### config.mk
export PLATFORM = sky130hd
export DESIGN_NAME = rd_stream
export DESIGN_NICKNAME = d
export VERILOG_FILES = /design/src/rtl/rd_stream.sv
export SDC_FILE = /design/constraint.sdc
export NUM_CORES = 2
export LEC_CHECK = 0
export ABC_AREA = 0
export CORE_MARGIN = 2
export CORE_UTILIZATION = 57
export DETAILED_ROUTE_END_ITERATION = 8
export GPL_TIMING_DRIVEN = 0
export PLACE_DENSITY = 0.75
export SETUP_SLACK_MARGIN = 0.02
export SLEW_MARGIN = 15
export SYNTH_ARGS = -nofsm -noshare
export SYNTH_HDL_FRONTEND = slang
export SYNTH_SLANG_ARGS = --single-unit
export TNS_END_PERCENT = 1
### constraint.sdc
create_clock -name clock -period 14.12 [get_ports clock]
set_input_delay 2.118 -clock clock [delete_from_list [all_inputs] [get_ports clock]]
set_output_delay 2.118 -clock clock [all_outputs]
set_load 0.02 [all_outputs]
### src/rtl/rd_stream.sv
// rd_stream: memory read-stream engine.
// A launch reads `length` consecutive words starting at `base_addr`. The read
// is split into bursts of at most MAX_BURST beats, with at most one burst in
// flight. Returned beats go through a first-word-fall-through FIFO and are
// presented to the consumer as a valid/ready stream.
// Optional feature macro: RD_STREAM_PERF_EN enables the start-to-done cycle
// counter on event_counter_valid/event_counter_value. Without it those ports
// are tied to zero.

module rd_stream #(
    parameter int MEM_LEN_BITS   = 8,
    parameter int MEM_ADDR_BITS  = 32,
    parameter int MEM_DATA_BITS  = 64,
    parameter int HOST_DATA_BITS = 32,
    parameter int MAX_BURST      = 16,
    parameter int FIFO_DEPTH     = 32
) (
    input  logic                      clock,
    input  logic                      reset,
    input  logic                      start,
    input  logic [HOST_DATA_BITS-1:0] length,
    input  logic [MEM_ADDR_BITS-1:0]  base_addr,
    output logic                      busy,
    output logic                      done,
    output logic                      mem_req_valid,
    output logic                      mem_req_opcode,
    output logic [MEM_LEN_BITS-1:0]   mem_req_len,
    output logic [MEM_ADDR_BITS-1:0]  mem_req_addr,
    input  logic                      mem_rd_valid,
    input  logic [MEM_DATA_BITS-1:0]  mem_rd_bits,
    output logic                      mem_rd_ready,
    output logic                      out_valid,
    output logic [MEM_DATA_BITS-1:0]  out_data,
    input  logic                      out_ready,
    output logic                      event_counter_valid,
    output logic [HOST_DATA_BITS-1:0] event_counter_value
);

    localparam int PTR_W   = $clog2(FIFO_DEPTH);
    localparam int CNT_W   = PTR_W + 1;
    localparam int BURST_W = $clog2(MAX_BURST + 1);
    localparam logic [MEM_ADDR_BITS-1:0] BEAT_BYTES = MEM_ADDR_BITS'(MEM_DATA_BITS / 8);
    localparam logic [CNT_W-1:0]         DEPTH_C    = CNT_W'(FIFO_DEPTH);

    typedef enum logic [1:0] {
        IDLE  = 2'd0,
        REQ   = 2'd1,
        WAIT  = 2'd2,
        DRAIN = 2'd3
    } state_t;

    state_t state_reg, state_next;

    logic [MEM_ADDR_BITS-1:0]  addr_reg;
    logic [HOST_DATA_BITS-1:0] remaining_reg;
    logic [BURST_W-1:0]        burst_reg;
    logic [BURST_W-1:0]        beat_cnt_reg;
    logic                      done_reg;

    logic [MEM_DATA_BITS-1:0]  fifo_mem [FIFO_DEPTH];
    logic [PTR_W-1:0]          wr_ptr_reg;
    logic [PTR_W-1:0]          rd_ptr_reg;
    logic [CNT_W-1:0]          count_reg, count_next;

    logic               start_accept;
    logic               launch;
    logic               empty_start;
    logic [BURST_W-1:0] burst_calc;
    logic [CNT_W-1:0]   free_space;
    logic               issue;
    logic               finish;
    logic               push;
    logic               pop;
    logic               last_beat;

    assign start_accept = (state_reg == IDLE) && start;
    assign launch       = start_accept && (length != '0);
    assign empty_start  = start_accept && (length == '0);

    // Size of the next burst: whatever is left, capped at MAX_BURST.
    assign burst_calc = (remaining_reg > HOST_DATA_BITS'(MAX_BURST)) ?
                        BURST_W'(MAX_BURST) : BURST_W'(remaining_reg);

    // Free space comes from registered occupancy only, so out_ready never
    // reaches the request path combinationally.
    assign free_space = DEPTH_C - count_reg;

    assign mem_rd_ready = (state_reg == WAIT);
    assign push         = mem_rd_valid && mem_rd_ready;
    assign out_valid    = (count_reg != '0);
    assign pop          = out_valid && out_ready;
    assign last_beat    = push && (beat_cnt_reg == BURST_W'(1));

    assign mem_req_valid  = issue;
    assign mem_req_opcode = 1'b0;
    assign mem_req_len    = issue ? MEM_LEN_BITS'(burst_calc - BURST_W'(1)) : '0;
    assign mem_req_addr   = issue ? addr_reg : '0;

    assign busy = (state_reg != IDLE);
    assign done = done_reg;

    // State register.
    always_ff @(posedge clock) begin
        if (reset) begin
            state_reg <= IDLE;
        end else begin
            state_reg <= state_next;
        end
    end

    // Next-state logic plus the request/finish strobes of the current state.
    always_comb begin
        state_next = state_reg;
        issue      = 1'b0;
        finish     = 1'b0;
        case (state_reg)
            IDLE: begin
                if (launch) begin
                    state_next = REQ;
                end
            end
            REQ: begin
                if (free_space >= CNT_W'(burst_calc)) begin
                    issue      = 1'b1;
                    state_next = WAIT;
                end
            end
            WAIT: begin
                if (last_beat) begin
                    state_next = (remaining_reg == HOST_DATA_BITS'(burst_reg)) ? DRAIN : REQ;
                end
            end
            DRAIN: begin
                // Finish as soon as the FIFO is (about to be) empty so done
                // lands the cycle after the last pop.
                if (count_next == '0) begin
                    finish     = 1'b1;
                    state_next = IDLE;
                end
            end
            default: state_next = IDLE;
        endcase
    end

    // Transfer bookkeeping: address, remaining beats, current burst progress, done pulse.
    always_ff @(posedge clock) begin
        if (reset) begin
            addr_reg      <= '0;
            remaining_reg <= '0;
            burst_reg     <= '0;
            beat_cnt_reg  <= '0;
            done_reg      <= 1'b0;
        end else begin
            if (launch) begin
                addr_reg      <= base_addr;
                remaining_reg <= length;
            end
            if (issue) begin
                burst_reg    <= burst_calc;
                beat_cnt_reg <= burst_calc;
            end
            if (push) begin
                beat_cnt_reg <= beat_cnt_reg - BURST_W'(1);
                if (last_beat) begin
                    addr_reg      <= addr_reg + MEM_ADDR_BITS'(burst_reg) * BEAT_BYTES;
                    remaining_reg <= remaining_reg - HOST_DATA_BITS'(burst_reg);
                end
            end
            done_reg <= finish || empty_start;
        end
    end

    // Occupancy after this cycle's push/pop; a simultaneous push and pop cancel.
    always_comb begin
        count_next = count_reg;
        if (push && !pop) begin
            count_next = count_reg + CNT_W'(1);
        end else if (!push && pop) begin
            count_next = count_reg - CNT_W'(1);
        end
    end

    // FIFO pointers and occupancy; reset flushes the buffer.
    always_ff @(posedge clock) begin
        if (reset) begin
            wr_ptr_reg <= '0;
            rd_ptr_reg <= '0;
            count_reg  <= '0;
        end else begin
            if (push) begin
                wr_ptr_reg <= wr_ptr_reg + PTR_W'(1);
            end
            if (pop) begin
                rd_ptr_reg <= rd_ptr_reg + PTR_W'(1);
            end
            count_reg <= count_next;
        end
    end

    // FIFO storage; the head is read directly so the first word falls through.
    always_ff @(posedge clock) begin
        if (push) begin
            fifo_mem[wr_ptr_reg] <= mem_rd_bits;
        end
    end

    assign out_data = out_valid ? fifo_mem[rd_ptr_reg] : '0;

`ifdef RD_STREAM_PERF_EN
    logic [HOST_DATA_BITS-1:0] perf_cnt_reg;
    logic                      perf_valid_reg;

    // Busy-cycle counter: cleared by an accepted start, saturates at all ones,
    // and holds its value after done until the next start.
    always_ff @(posedge clock) begin
        if (reset) begin
            perf_cnt_reg   <= '0;
            perf_valid_reg <= 1'b0;
        end else begin
            if (start_accept) begin
                perf_cnt_reg <= '0;
            end else if (busy && (perf_cnt_reg != '1)) begin
                perf_cnt_reg <= perf_cnt_reg + HOST_DATA_BITS'(1);
            end
            perf_valid_reg <= finish || empty_start;
        end
    end

    assign event_counter_valid = perf_valid_reg;
    assign event_counter_value = perf_cnt_reg;
`else
    assign event_counter_valid = 1'b0;
    assign event_counter_value = '0;
`endif

endmodule

==> reports/qor_table.md <==
| Group | Quantity | Value |
|:---|:---|:---|
| cells and area | Fin nets | 4,702 |
| global route | Global-route track usage on met1 | 39.0% |
| clock tree | Clock Pin Slew Worst Setup and Hold Paths | 0.07 ns |
| power | Internal power consumption | 11.8 mW |
| placed design | Instance area after placement | 91,400 µm² |
| clock tree | Latest clock arrival within the worst-skew pair | 0.83 ns |
| route | Average via count per standard cell | 6.69 |
| synth | Sequential cell area fraction in the yosys report | 75.5% |
| setup path | Delay-heaviest family, CP | buffers and inverters |
| setup path | Buf/Inv on CP | 6 |
| setup path | Crit path cell chain | clkbuf_1, clkbuf_1, clkbuf_1, buf_1, buf_2, mux2i_1, a211oi_1, a21oi_1, nor2_1, clkdlybuf4s50_1 |
| timing | Transition time at the pin with the least slew margin | 1.36 ns |
| clock tree | H-Tree Depth | 4 |
| global route | Wire length of the first global-routing pass | 312,000 µm |
| synth | Synth top area share | 73.1% |
| timing | Clock tree skew after final layout | 0.0344 ns |
| route | Count of routing violations after the opening detailed-route iteration | 5,761 |
| synth | Leading post-synthesis cells by cell area | sky130_fd_sc_hd__edfxtp_1 73%, sky130_fd_sc_hd__mux4_2 16%, sky130_fd_sc_hd__dfxtp_1 2.3% |
| route | Wire length per cell after detailed routing | 32.8 µm |
| setup path | Crit start category | register |
| route | Via count | 44,344 |
| synth | Synthesis-stage register bit count | 2,146 |
| setup path | Critical Path Sink Type | primary output |
| min path | Hold Path Stages | 2 |
| floorplanning | Core region area | 146,000 µm² |
| synth | Post-synth design cell area | 84,100 µm² |
| setup path | Critical register-to-register path endpoint | beat_cnt_reg[1] |
| power | Power spent charging and discharging nets | 4.63 mW |
| placed design | HPWL Detailed | 139,000 µm |
| setup path | Data arrival time at the worst-slack endpoint | 6.35 ns |
| cells and area | Largest register FFs | 2,048 |
| cells and area | Fill cell count | 8,962 |
| min path | Endpoint, Worst Hold | addr_reg[2] |
| power | Pleak | 29.9 nW |
| placed design | Count of buffers inserted at the top-level ports | 240 |
| route | Antenna Violating Nets Remaining | 0 |
| timing | Final Hold Vio Count | 0 |
| global route | GR Util met2 | 48.0% |
| flow run | Maxcap violations | 0 |
| power | Switching fraction of total power | 28.2% |
| clock tree | CTS resizes | 0 |
| power | Fraction of power consumed by the clock network | 32.7% |
| clock tree | Number of buffers inserted to repair setup after CTS | 0 |
| timing | Final period utilization | 60.0% |
| floorplanning | Total die area | 151,000 µm² |
| timing | Post-layout min period | 8.47 ns |
| clock tree | Clock tree from TritonCTS | yes |
| synth | Average footprint of a synthesized cell | 21.2 µm² |
| status | Result of the run | complete, no violations |
| synth | Unique cell type count in the Yosys netlist | 75 |
| timing | Max-slew headroom at the worst pin | 9.37% |
| power | Power per cell area | 168 nW/µm² |
| power | Maximum ir drop on the vdd rail | 0.000118 V |
| setup path | Worst r2r path cells | 14 |
| synth | Leading post-synthesis cells by instance count | 2,048 x sky130_fd_sc_hd__edfxtp_1, 600 x sky130_fd_sc_hd__mux4_2, 164 x sky130_fd_sc_hd__nor2_1 |
| setup path | Peak fanout along the critical path | 11 |
| setup path | R2R Setup Slk | 9.21 ns |
| global route | Global routing usage summed across all routing layers | 29.1% |
| global route | Grt peak-use layer | met2 |
| setup path | Critical Path Most Common Cell | sky130_fd_sc_hd__clkbuf_1 |
| synth | Most used standard cell by instance count after synthesis | sky130_fd_sc_hd__edfxtp_1 |
| route | Final Routed Wirelength | 218,000 µm |
| placed design | GPL Wtd Cong | 0.867 |
| cells and area | Ratio of cells with drive above 1 in the final layout | 24.1% |
| timing | Final count of negative-setup-slack endpoints | 0 |
| synth | Share of flip-flops with an asynchronous set or reset | 0% |
| min path | Worst min-delay path startpoint | addr_reg[2] |
| global route | Met3 track demand over resource in global routing | 5.48% |
| setup path | Type of the setup path with the least slack | reg2out |
| synth | Number of instances in the synthesized netlist | 3,959 |
| timing | Summed negative setup slack over all endpoints | 0 ns |
| clock tree | Number of buffers on the longest clock path | 3 |
| floorplanning | Horiz. Die Dim | 388 µm |
| cells and area | Share of the core filled with cells | 67.0% |
| cells and area | Final Cell Area | 97,900 µm² |
| setup path | Worst EP required | 12.00 ns |
| power | Sequential cell fraction of total power | 43.3% |
| setup path | Max incr delay on CP | 0.88 ns |
| route | 1st-pass router iterations | 5 |
| power | Total Power Consumption | 16.4 mW |
| synth | Count of flip-flops with a built-in enable after synthesis | 2,048 |
| global route | Largest net degree at the start of global routing | 33 |
| timing | Top achievable clock speed | 118 MHz |
| clock tree | Number of buffers added by the clock tree synthesis step | 205 |
| route | Drt drc | 0 |
| clock tree | Clk sinks | 2,146 |
| floorplanning | Die H | 388 µm |
| global route | Sum of overflow across all layers after global routing | 0 |
| timing | Setup repair after global routing missed its margin | false |
| timing | Final Max Tran Viols | 0 |
| cells and area | Layout overhead on the synthesized area | 16.5% |
| clock tree | Number of hold-repair buffers added at the cts stage | 0 |
| cells and area | Area taken by multi-input logic gates | 19,700 µm² |
| synth | Ys flop type | sky130_fd_sc_hd__edfxtp_1 |
| floorplanning | Starting density of the core | 57.6% |
| power | Fraction of power consumed by combinational cells | 24.0% |
| global route | Vias in the first global route | 44,650 |
| global route | Antenna violations before repair | 9 |
| synth | Cell type contributing the most total cell area after synthesis | sky130_fd_sc_hd__edfxtp_1 |
| timing | Worst Hold Margin | 0.456 ns |
| floorplanning | I/O pin cnt | 276 |
| cells and area | FF/Latch Area | 63,500 µm² |
| min path | Hold crit path type | reg2reg |
| setup path | Launch instance of the worst register-to-register path | remaining_reg[8] |
| floorplanning | Row Count | 140 |
| setup path | Highest-delay cell along the critical path | sky130_fd_sc_hd__clkbuf_1 |
| clock tree | CTS root buffer | sky130_fd_sc_hd__clkbuf_16 |
| synth | Number of synthesis warnings | 0 |
through the flow:
step	instances	setup slack [ns]
after floorplan	3992	7.86
after global placement	6149	3.43
after detailed placement	6249	6.74
after CTS	6620	5.81
after global routing	6628	5.57
final	6629	5.65
metal layers:
metal | wire (µm) | share of wire, % | up-vias
met4 | 8730 | 4.0 | 6
met2 | 109000 | 50 | 2955
met5 | 39 | 0.018 | -
met1 | 79000 | 36 | 23210
li1 | - | - | 17718
met3 | 21300 | 9.8 | 455
worst reg2reg max path, cell delays in order (launching register included):
cell,delay [ns]
sky130_fd_sc_hd__dfxtp_1,0.33
sky130_fd_sc_hd__or4_4,0.56
sky130_fd_sc_hd__or4_4,0.59
sky130_fd_sc_hd__nor4b_4,0.41
sky130_fd_sc_hd__buf_2,0.30
sky130_fd_sc_hd__nand2_1,0.13
sky130_fd_sc_hd__ha_1,0.30
sky130_fd_sc_hd__a2111oi_0,0.37
sky130_fd_sc_hd__nor3b_1,0.10
sky130_fd_sc_hd__o311ai_1,0.52
sky130_fd_sc_hd__inv_1,0.20
sky130_fd_sc_hd__clkbuf_1,0.32
sky130_fd_sc_hd__clkbuf_1,0.33
sky130_fd_sc_hd__nand3_1,0.23
sky130_fd_sc_hd__a21oi_1,0.09
power groups by stage:
stage,logic (mW),registers (mW),clock network (mW)
floorplan,2.43,7.22,0
global placement,3.80,7.24,0
detailed placement,3.88,7.23,0
CTS,3.95,7.10,5.40
global route,4.14,7.11,5.63
finish,3.93,7.10,5.37
layout make-up:
type                    instances  area share [%]
clock buffers                 250            5.48
flip-flops and latches       2146            64.8
multi-input cells            1558            20.2
plain buffers                 261            1.21
inverters                      27           0.104
diodes                          6          0.0153
well taps                    1917            2.45
clock inverters               121            1.14
repair buffers                343            4.63
worst max path at each step:
stage | startpoint | endpoint | slack (ns) | depth (start not counted)
after floorplan | mem_rd_valid | fifo_mem[14][0] | 7.86 | 5
after global placement | mem_rd_valid | fifo_mem[14][13] | 3.43 | 6
after detailed placement | register | out_data[3] | 6.74 | 10
after CTS | register | out_data[5] | 5.81 | 10
after global routing | remaining_reg[6] | mem_req_addr[25] | 5.57 | 13
final | register | out_data[3] | 5.65 | 10
cell usage in the layout (no fill, tap or decap), types with 78 or more instances in the layout:
master                            synthesis  final
sky130_fd_sc_hd__mux4_2                 600    600
sky130_fd_sc_hd__clkbuf_16                0    208
sky130_fd_sc_hd__buf_12                   0     82
sky130_fd_sc_hd__nand2_1                 92     92
sky130_fd_sc_hd__nor2_1                 164    132
sky130_fd_sc_hd__clkbuf_1               161    187
sky130_fd_sc_hd__edfxtp_1              2048   2048
sky130_fd_sc_hd__a211oi_1                78     78
sky130_fd_sc_hd__clkdlybuf4s50_1          0    232
sky130_fd_sc_hd__dfxtp_1                 98     98
sky130_fd_sc_hd__a21oi_1                 99     99
kinds of logic (layout without fill, tap and decap cells):
kind of cell	after synthesis	count (layout)	synth area share, %
mux	676	676	17.0
other cells	1	40	0.00446
xor+xnor	23	23	0.240
simple gates	479	479	2.84
compound gates	318	318	2.56
flops	2146	2146	75.5
fa+ha+maj	28	28	0.432
buf+inv	288	1002	1.48
(Power assumes the default switching activity.)
